### config.mk
export PLATFORM = sky130hd
export DESIGN_NAME = sm3_block_feeder
export DESIGN_NICKNAME = d
export VERILOG_FILES = /design/src/rtl/sm3_block_feeder.sv
export SDC_FILE = /design/constraint.sdc
export NUM_CORES = 1
export LEC_CHECK = 0
export CAP_MARGIN = 20
export CORE_MARGIN = 8
export CORE_UTILIZATION = 53
export CTS_BUF_LIST = sky130_fd_sc_hd__clkbuf_4
export CTS_CLUSTER_SIZE = 24
export DETAILED_ROUTE_END_ITERATION = 6
export GPL_ROUTABILITY_DRIVEN = 1
export HOLD_SLACK_MARGIN = 0.06
export MAX_ROUTING_LAYER = met4
export PLACE_DENSITY_LB_ADDON = 0.1
export SLEW_MARGIN = 20
export SYNTH_ARGS = -nofsm -noshare
export SYNTH_HDL_FRONTEND = slang
export SYNTH_SLANG_ARGS = --single-unit
### constraint.sdc
create_clock -name clk -period 6 [get_ports clk]
set_clock_uncertainty 0.2 [all_clocks]
set_input_delay 1.8 -clock clk [delete_from_list [all_inputs] [get_ports clk]]
set_output_delay 1.8 -clock clk [all_outputs]
set_load 0.01 [all_outputs]
### src/rtl/sm3_block_feeder.sv
// SM3 message front end: packs a byte stream into 512-bit blocks and applies
// SM3 padding (0x80, zero fill, 64-bit big-endian bit length).
module sm3_block_feeder #(
    parameter int DATA_BYTES = 1,
    parameter int LEN_W      = 61
) (
    input  logic                    clk,
    input  logic                    rst,
    input  logic                    start,
    input  logic [LEN_W-1:0]        msg_len,
    input  logic                    in_valid,
    input  logic [8*DATA_BYTES-1:0] in_data,
    output logic                    in_ready,
    output logic                    blk_valid,
    input  logic                    blk_ready,
    output logic [511:0]            blk_data,
    output logic                    blk_first,
    output logic                    blk_last,
    output logic                    busy,
    output logic                    done
);

    // state  | meaning
    // IDLE   | waiting for start
    // FILL   | accepting message beats into the block buffer
    // PAD    | placing 0x80 (and the length field if it fits)
    // LENBLK | overflow block: length field only
    // EMIT   | presenting the block to the compression core
    typedef enum logic [2:0] {
        IDLE   = 3'd0,
        FILL   = 3'd1,
        PAD    = 3'd2,
        LENBLK = 3'd3,
        EMIT   = 3'd4
    } state_t;

    state_t state, state_nxt;

    logic [0:63][7:0] blk_buf, buf_nxt;
    logic [6:0]       pos;
    logic [LEN_W-1:0] rem;
    logic [63:0]      bitlen;
    logic             first_q;
    logic             last_q;
    logic             pad_placed;
    logic             done_q;

    logic [6:0]       take;
    logic [6:0]       pos_fill;
    logic [LEN_W-1:0] rem_fill;

    // Final beat may carry fewer message bytes than the beat width.
    assign take     = (rem < LEN_W'(DATA_BYTES)) ? 7'(rem) : 7'(DATA_BYTES);
    assign pos_fill = pos + take;
    assign rem_fill = rem - LEN_W'(take);

    always_ff @(posedge clk) begin
        if (rst) begin
            state <= IDLE;
        end else begin
            state <= state_nxt;
        end
    end

    always_comb begin
        state_nxt = state;
        case (state)
            IDLE: begin
                if (start) begin
                    state_nxt = (msg_len != '0) ? FILL : PAD;
                end
            end
            FILL: begin
                if (in_valid) begin
                    if (pos_fill == 7'd64) begin
                        state_nxt = EMIT;
                    end else if (rem_fill == '0) begin
                        state_nxt = PAD;
                    end
                end
            end
            PAD:    state_nxt = EMIT;
            LENBLK: state_nxt = EMIT;
            EMIT: begin
                if (blk_ready) begin
                    if (last_q) begin
                        state_nxt = IDLE;
                    end else if (rem != '0) begin
                        state_nxt = FILL;
                    end else if (!pad_placed) begin
                        state_nxt = PAD;
                    end else begin
                        state_nxt = LENBLK;
                    end
                end
            end
            default: state_nxt = IDLE;
        endcase
    end

    // Next buffer contents; bytes past the write position are always zero.
    always_comb begin
        buf_nxt = blk_buf;
        case (state)
            IDLE: begin
                if (start) begin
                    buf_nxt = '0;
                end
            end
            FILL: begin
                if (in_valid) begin
                    for (int b = 0; b < 64; b++) begin
                        for (int k = 0; k < DATA_BYTES; k++) begin
                            if ((7'(k) < take) && (7'(b) == pos + 7'(k))) begin
                                buf_nxt[b] = in_data[8*(DATA_BYTES-1-k) +: 8];
                            end
                        end
                    end
                end
            end
            PAD: begin
                for (int b = 0; b < 64; b++) begin
                    if (7'(b) == pos) begin
                        buf_nxt[b] = 8'h80;
                    end
                end
                if (pos <= 7'd55) begin
                    buf_nxt[56:63] = bitlen;
                end
            end
            LENBLK: buf_nxt[56:63] = bitlen;
            EMIT: begin
                if (blk_ready) begin
                    buf_nxt = '0;
                end
            end
            default: buf_nxt = blk_buf;
        endcase
    end

    always_ff @(posedge clk) begin
        if (rst) begin
            blk_buf    <= '0;
            pos        <= '0;
            rem        <= '0;
            bitlen     <= '0;
            first_q    <= 1'b0;
            last_q     <= 1'b0;
            pad_placed <= 1'b0;
            done_q     <= 1'b0;
        end else begin
            blk_buf <= buf_nxt;
            done_q  <= 1'b0;
            case (state)
                IDLE: begin
                    if (start) begin
                        rem        <= msg_len;
                        bitlen     <= 64'({msg_len, 3'b000});
                        pos        <= '0;
                        first_q    <= 1'b1;
                        last_q     <= 1'b0;
                        pad_placed <= 1'b0;
                    end
                end
                FILL: begin
                    if (in_valid) begin
                        pos    <= pos_fill;
                        rem    <= rem_fill;
                        last_q <= 1'b0;
                    end
                end
                PAD: begin
                    pad_placed <= 1'b1;
                    last_q     <= (pos <= 7'd55);
                end
                LENBLK: last_q <= 1'b1;
                EMIT: begin
                    if (blk_ready) begin
                        pos     <= '0;
                        first_q <= 1'b0;
                        done_q  <= last_q;
                    end
                end
                default: begin
                    pos <= '0;
                end
            endcase
        end
    end

    assign in_ready  = (state == FILL);
    assign blk_valid = (state == EMIT);
    assign blk_data  = blk_buf;
    assign blk_first = blk_valid & first_q;
    assign blk_last  = blk_valid & last_q;
    assign busy      = (state != IDLE);
    assign done      = done_q;

endmodule

* Yosys cells after proc, flatten, opt, wreduce, memory -nomap -nowiden
Cells that the tools add are included.
** Storage, ports and cells
- Input port bits :: 74
- Bits in read-only memories :: 0
- Bits in writable memories :: 0
- Logic and storage cells :: 590
- Flip-flop bits (word level) :: 648
- Latch bits :: 0
- Memories kept :: 0
- Output and inout bits :: 518
** Operators by class
- $lt $le $gt $ge :: 3
- $add $sub $neg :: 2
- Div/mod/pow operators :: 0
- Multiply operators :: 0
- Bitwise logic cells :: 5
- Shifts and indexed selects :: 0
- Equality and inequality tests :: 200
- Muxes and demuxes :: 159
- Reductions and logical operators :: 149
** Operators with widths (number)
- $pmux W448 S4 :: 1
- $mux W512 :: 3
- $mux W8 :: 128
- $reduce_and A6 Y1 :: 64
- $pmux W64 S5 :: 1
- $eq A6 B7 Y1 const A :: 32
- $ne A2 B1 Y1 const B :: 65
- $mux W61 :: 2
- $pmux W61 S2 :: 1
- $reduce_bool A61 Y1 :: 2
- $ne A2 B2 Y1 const B :: 58
- $eq A5 B7 Y1 const A :: 16
- $logic_and A1 B1 Y1 :: 64
- $mux W64 :: 1
- $logic_not A61 Y1 :: 1
- $lt A61 B1 Y1 const B :: 1
- $sub A61 B7 Y61 :: 1
- $eq A4 B7 Y1 const A :: 8
- $eq A3 B7 Y1 const A :: 4
- $mux W7 :: 4
- $pmux W7 S4 :: 1
- $ne A3 B3 Y1 const B :: 8
- $mux W3 :: 5
- $eq A2 B7 Y1 const A :: 2
- other kinds (27) :: 45

* Longest topological paths before layout
Gate-level depths: netlist of run 1.
- Depth after elaboration :: 8
- Mapped depth :: 20
- Gate-level depth less buffers :: 17

* Worst setup path after synthesis of run 1
OpenSTA, ideal clock, no wires.
- Path kind :: register -> register
- Start :: register rem[40]
- End :: register state[0]
- Buffers on the path :: 2
- Required time :: 5681 ps
- Arrival time :: 4552 ps
- Slack :: 1130 ps
- Period minus slack after synthesis :: 4870 ps
- Library setup time :: 119 ps
- Cell stages (with the launch flop) :: 18
- Path through :: dfxtp_1 -> or4_4 -> or4b_1 -> buf_2 -> or3_1 -> buf_2 -> nor3_4 -> nor2_1 -> ha_1 -> nor4b_1 -> and4_1 -> nand3_1 -> or4_1 -> a211oi_1 -> nand4_1 -> nor4_1 -> a31oi_1 -> o221a_1
** Between the ends
- Cells in the longest elaborated chain, start to end :: 7
- Elaborated cells between the ends (all ways) :: 15
- Those cells by class :: add/sub (2); order compare (1); eq/ne (2); mux (7); reduce/logical (3)
** Ends and longest elaborated chain
- start, declared :: line 41 : logic [LEN_W-1:0] rem;
- start signal, assigned :: line 157 : rem <= msg_len;
- start signal, assigned :: line 168 : rem <= rem_fill;
- parallel branches: the longest is 7 deep, another holds $lt A61 B1 Y1
- end signal, assigned :: line 61 : state <= state_nxt;
- end, declared :: line 37 : state_t state, state_nxt;
Several ways; the timed one is not identified. The select of a mux whose other input is x is not followed.
A chain may end at the register's enable or synchronous reset.

* Worst setup path after layout of run 1
Ends and elaborated chain as after synthesis.

==> out/results.ini, run 1 <==
[clock_network]
h-tree-depth=4
cts_tree=built
cts_inserted_buffers=167
clock_path_buffers=3
cts_resized=0
cts-root-buf=clkbuf_4
cts_hold_buf=0
clk_latency_ps=1030
cts.sinks=648
post_cts_buffers=0
clk_pin_slew_ps=70

[yosys]
netlist_area_mm2=0.0269
synth-xor-area-share_pct=1.11
synth-warning-count=0
synth_top_area_share_pct=48.1
synth-adder-area-share_pct=0.399
synth_area_leaders=dfxtp_1 48%, mux2i_1 17%, nor2_1 8.9%, a21oi_1 3.7%, nand2_1 3.6%
yosysSeqAreaShare_pct=48.1
synth_flop_cell=dfxtp_1
synth_seq_cells=648
yosysUniqueCellTypes=71
async_flop_share_pct=0
synth_mux_area_share_pct=16.8
synth-edff-count=0
synth-simple-area-share_pct=17.1
avgSynthCellArea_um2=9.09
yosysTopAreaCell=dfxtp_1
syn_inst=2963
synth_compound_area_share_pct=12.7
synth_top_family_by_area=simple AND/OR/NAND/NOR gates

[detailed_routing]
detail-route-antenna-nets=0
num_vias=25100
post_drt_wl_per_cell_um=24.5
route.met3.wl_um=10800
routed_wl_um=106000
dr.pass1.iters=6
route.detailed.drc=0
drtIter0Drc=2474
topRoutingLayerUsed=met4
dr_wl_met2_um=50600
post_drt_via_cell_ratio=5.79
wl_met1_um=39700

[place]
hpwl_um=74100
io_buffers=591
dpl_worst_slack_ps=167
gp_congestion=0.981

[sta]
rsz0062_at_grt=false
min_period_ps=5760
hold_viol=0
worst_pin_slew_ps=1200
finalSetupViolations=0
period_share_pct=96.1
relSlewSlack_pct=19.9
maxSlewViolCount=0
fmax_mhz=173
fin_ws_ps=236
totalNegativeSetupSlack_ps=0

[flow_run]
drv_cap=0

[pwr]
irDropWorstVdd_uv=203
p_comb_share_pct=28.3
p_seq_share_pct=40.5
switching_share_pct=34.2
power.density_mw_per_mm2=344
finalPower_mw=12.2
p_int_mw=8.02
leakage_nw=13.4
switchingPower_mw=4.17
p_clk_share_pct=31.2

[setup_path]
path_class=flop to flop
crit_path_max_fanout=10
end_kind=flop
cp-startpoint=rem[40]
path_cells=or4_4 -> or4b_1 -> or3_1 -> nor3_4 -> nor2_1 -> ha_1 -> nor4b_1 -> and4_1 -> nand3_1 -> or4_1 -> a211oi_1 -> nand4_1 -> nor4_4 -> a31oi_1 -> o221a_1
reg2regPathDepth=15
cp.required_ps=6650
cp_num_cells=15
r2r_slack_ps=240
cp-endpoint=state[0]
crit_slowest_cell=or4b_1
worst_setup_path_start_kind=flop
timing.rr.start=rem[40]
cp.arrival_ps=6410
rr_endpoint=state[0]
crit_buf_inv=0
cpLargestDelayFamily=simple AND/OR/NAND/NOR gates
cpPeakStageDelay_ps=730

[die]
pin_count=592
die-area_mm2=0.0583
num_rows=82
initial_utilization_pct=53.7
die_y_um=241
core_mm2=0.0502
die_width_um=241

[cells_and_area]
fill_cells=3919
utilization_pct=70.6
seqCellArea_mm2=0.0130
area_growth_pct=31.5
multi_input_area_mm2=0.0131
drive_gt1_share_pct=11.0
final_nets=3630

[hold_path]
hp-class=flop to flop

[grt]
antenna_found_initial=6
gr-usage-all-layers_pct=35.8
grt_max_degree=135
grt_pass1_vias=24500
grt_overflow_total=0
grt_first_pass_wirelength_um=153000

[run_status]
outcome=finished, final reports clean

cells by family (layout without fill, tap and decap cells):
| group | count (synthesis) | after routing |
|---|---|---|
| AO/OA/AOI/OAI | 480 | 480 |
| multiplexers | 451 | 451 |
| adder cells (fa/ha/maj) | 8 | 8 |
| flip-flops | 648 | 648 |
| buffers and inverters | 246 | 928 |
| other | 2 | 13 |
| AND/OR/NAND/NOR | 1094 | 1094 |
| XOR/XNOR | 34 | 34 |
sequential cells by signal, summed over array words and instances, names as in the netlist:
name,cells
bitlen,61
pad_placed,1
state,3
rem,61
first_q,1
last_q,1
blk_data,512
done,1
pos,7
worst min-delay path, delay by kind of cell, from the launching register on:
family             cells  cell delay, ps
AOI/OAI and AO/OA      1              50
and+or+nand+nor        1              50
DFF                    1             310
layout make-up:
type / instances / share of cell area [%]
diodes: 7 / 0.0494
inverters: 18 / 0.191
repair buffers: 640 / 18.1
clock inverters: 32 / 0.738
flip-flops and latches: 648 / 36.6
well taps: 672 / 2.37
clock buffers: 238 / 5.04
multi-input cells: 2073 / 36.9
per-stage QoR:
step / hold slack (ps) / cell area, um^2 / instances
3_5_place_dp: 247 / 33300 / 4051
6_report: 257 / 35400 / 4328
4_1_cts: 256 / 35400 / 4321
2_1_floorplan: 237 / 27000 / 2967
5_1_grt: 273 / 35400 / 4328
3_3_place_gp: 243 / 33300 / 4051
cell usage after synthesis (all sizes together) (17+ instances only):
library cell and n:
nand4 17, dfxtp 648, xnor2 20, buf 42, a22oi 19, o21ai 46, clkbuf 186, nor4 47
nor2 636, mux2i 451, a211oi 78, nand2 260, a21oi 257, nand3 21, nor3 39, inv 18
power groups by stage:
stage / Clock, mW / Combinational [mW] / Sequential (mW)
floorplan: 0 / 1.99 / 5.05
global placement: 0 / 3.36 / 5.00
detailed placement: 0 / 3.39 / 5.01
CTS: 3.86 / 3.41 / 4.92
global route: 4.08 / 3.63 / 4.96
finish: 3.81 / 3.45 / 4.93
routing by layer:
layer	vias up	global-route usage (%)
met2	1338	57.0
li1	11400	-
met5	-	-
met3	252	11.3
met1	12100	40.1
met4	0	18.4
layout by cell type (no fill, tap or decap), types with 7 or more instances in the layout:
cell type,count
a211oi_1,78
a21o_1,9
a21oi_1,199
a21oi_2,16
a21oi_4,42
a22oi_1,19
a31oi_1,9
and3_1,8
buf_12,11
buf_4,38
clkbuf_4,238
clkdlybuf4s50_1,590
clkinv_1,17
dfxtp_1,648
diode_2,7
ha_1,7
inv_1,18
mux2i_1,451
nand2_1,259
nand3_1,21
nand4_1,17
nor2_1,633
nor3_1,36
nor4_1,44
o21ai_0,45
o22ai_1,13
or2_2,11
or3_1,7
or4_1,7
xnor2_1,20
xor2_1,14
worst min-delay path by stage:
stage / startpoint / end / slack [ps] / depth (start not counted)
finish: bitlen[9] / bitlen[9] / 260 / 2
global route: bitlen[32] / bitlen[32] / 270 / 2
CTS: bitlen[9] / bitlen[9] / 260 / 2
detailed placement: bitlen[18] / bitlen[18] / 250 / 2
global placement: bitlen[45] / bitlen[45] / 240 / 2
floorplan: bitlen[10] / bitlen[10] / 240 / 2
Power figures use the tool's default switching activity.
==> inputs of run 2 (changes only) <==
CELL_PAD_IN_SITES_DETAIL_PLACEMENT = 0   (was default)
CELL_PAD_IN_SITES_GLOBAL_PLACEMENT = 1   (was default)
CORE_UTILIZATION = 36   (was 53)
CTS_CLUSTER_SIZE = default   (was 24)
clock period = 4.7 ns   (was 6 ns; I/O delays follow)
==> run 2 against run 1 <==
Effect of this change:
- power grew 33%
- largest cell class unchanged
- die area up 44%
- critical path depth up 1
- first-iteration DRC count down 33%
- sequential share of layout area down 1.5 points
- cell count up 9.9%
- maximum frequency rose by 24%
- highest routed layer unchanged
- critical path type unchanged
- non-clock buffer count increased by 91
- register-to-register slack worse by 200 ps
==> out/results.ini, run 2 (synthesis gave the netlist of run 1 again) <==
[run_status]
outcome=finished, final reports clean

[die]
num_rows=100  ; +22%
core_mm2=0.0743  ; +48%
pin_count=592  ; unchanged
die-area_mm2=0.0839  ; +44%
die_y_um=290  ; +20%
die_width_um=290  ; +20%
initial_utilization_pct=36.3  ; -17 points

[sta]
rsz0062_at_grt=true
period_share_pct=99.3  ; +3.2 points
relSlewSlack_pct=31.4  ; +12 points
min_period_ps=4670  ; -1100 ps
fmax_mhz=214  ; +24%
whs_ps=256  ; -1.54 ps
worst_pin_slew_ps=1030  ; -173 ps
maxSlewViolCount=0  ; unchanged
hold_viol=0  ; unchanged
totalNegativeSetupSlack_ps=0  ; unchanged
finalSetupViolations=0  ; unchanged

[setup_path]
crit_slowest_cell=or4b_4
cp.required_ps=5370  ; -1280 ps
cpLargestDelayFamily=simple AND/OR/NAND/NOR gates
cp_common_cell=buf_4
reg2regPathDepth=16  ; +1
crit_buf_inv=2  ; +2
worst_setup_path_start_kind=flop
r2r_slack_ps=30  ; -200 ps
crit_path_max_fanout=9  ; -1
end_kind=flop
path_class=flop to flop
rr_endpoint=state[0]
timing.rr.start=rem[49]
cp.arrival_ps=5330  ; -1080 ps
cp_num_cells=16  ; +1
path_cells=or4_4 -> or4b_4 -> or3_4 -> nor3_4 -> nor2_2 -> ha_1 -> buf_4 -> nand4_1 -> nor3_1 -> a211o_1 -> nor2_1 -> o21ai_0 -> nor4_2 -> buf_4 -> a31oi_4 -> o221a_1
cpPeakStageDelay_ps=560  ; -170 ps

[cells_and_area]
design_area_mm2=0.0370  ; +4.3%
final-instance-count-excl-fill=4755  ; +9.9%
largest_reg_flops=512  ; unchanged
drive_gt1_share_pct=14.7  ; +3.7 points
final_common_cell=dfxtp_1
area_growth_pct=37.2
layout_common_cells=647 x dfxtp_1, 631 x nor2_1, 590 x clkdlybuf4s50_1, 451 x mux2i_1, 279 x clkbuf_4
final_nets=3733  ; +2.8%

[clock_network]
cts.sinks=648  ; unchanged
cts-root-buf=clkbuf_4
clock_path_buffers=3  ; unchanged
clk_latency_ps=1010  ; -20 ps
cts_tree=built
cts_inserted_buffers=179  ; +7.2%
clk_pin_slew_ps=70  ; about the same
cts_hold_buf=0  ; unchanged
h-tree-depth=4  ; unchanged

[detailed_routing]
drtIter0Drc=1656  ; -33%
route.detailed.drc=0  ; unchanged
routed_wl_um=114000  ; +6.9%
num_vias=24700  ; -1.4%
detail-route-antenna-nets=0  ; unchanged
post_drt_via_cell_ratio=5.20  ; -10%
dr.pass1.iters=5  ; -1
post_drt_wl_per_cell_um=23.9  ; -2.7%

[grt]
grt_overflow_total=0  ; unchanged
grt_pass1_vias=24500  ; +0.045%
grt_first_pass_wirelength_um=162000  ; +5.7%
gr-usage-all-layers_pct=26.6  ; -9.2 points
grt_max_degree=128  ; -5.2%
antenna_found_initial=4  ; -2

[place]
hpwl_um=79500  ; +7.4%
place_area_mm2=0.0345  ; +3.4%
gp_congestion=0.900  ; -8.2%
placed_cells=4439  ; +9.6%
io_buffers=591  ; unchanged

[hold_path]
holdPathStages=2  ; unchanged
min_from=bitlen[50]
whs_endpoint=bitlen[50]
hp-class=flop to flop

[pwr]
leakage_nw=14.1  ; +5.2%
power.density_mw_per_mm2=438  ; +27%
irDropWorstVdd_uv=236  ; +16%

[flow_run]
drv_cap=0  ; unchanged

-- run 2: cell count changes in the layout (fill, tap and decap cells not counted), sizes merged --
cell      previous run  this run
buf                 50       141
bufinv               4         1
clkbuf             238       279
clkinv              19        21
clkinvlp             2         0
diode                7         6
inv                 25        27
-- run 2: worst max-delay path by stage --
stage | start | end | slack [ps]
final | rem[49] | state[0] | 30
after global routing | rem[49] | state[0] | -90
after CTS | rem[40] | state[0] | -20
after detailed placement | rem[47] | state[0] | -660
after global placement | rem[47] | state[0] | -730
after floorplan | rem[47] | state[0] | 10
-- run 2: area by class of cell --
class	instances	area [um^2]
fillers	7202	37400
multi-input cells	2073	13200
flip-flops and latches	648	13000
repair buffers	731	7150
clock buffers	279	2090
well taps	969	1210
clock inverters	31	231
inverters	18	67.6
diodes	6	15.0
-- run 2: power breakdown --
group	total [mW]	leakage, nW	switching (mW)	internal, mW
Combinational	4.67	7.43	2.72	1.95
Clock	5.23	1.40	2.47	2.76
Sequential	6.28	5.27	0.334	5.94
-- run 2: metal layers --
metal	GRT usage, %	vias to the layer above	wire (um)
met2	42.6	959	53900
met4	12.7	0	5190
met3	8.66	230	9630
met1	29.9	11900	44800
li1	-	11700	-
met5	-	-	0
-- run 2: repair_timing --
item	CTS	global route
setup endpoints to repair	4	3
setup buffers	3	0
pin swaps	12	12
endpoints found under the hold margin	0	0
resized for setup	14	15
-- run 2: stage by stage --
| stage | power (mW) | setup WS [ps] | utilization [%] |
|---|---|---|---|
| 6_report | 16.2 | 33.0 | 49.7 |
| 5_1_grt | 17.0 | -88.6 | 49.7 |
| 4_1_cts | 16.4 | -18.2 | 49.6 |
| 3_5_place_dp | 11.0 | -664 | 46.4 |
| 3_3_place_gp | 11.0 | -725 | 46.4 |
| 2_1_floorplan | 9.01 | 10.6 | - |
-- run 2: worst min-delay path, cell delays in order (launching register included) --
cell	delay [ps]
dfxtp_1	310
nand2_1	50
a21oi_1	50
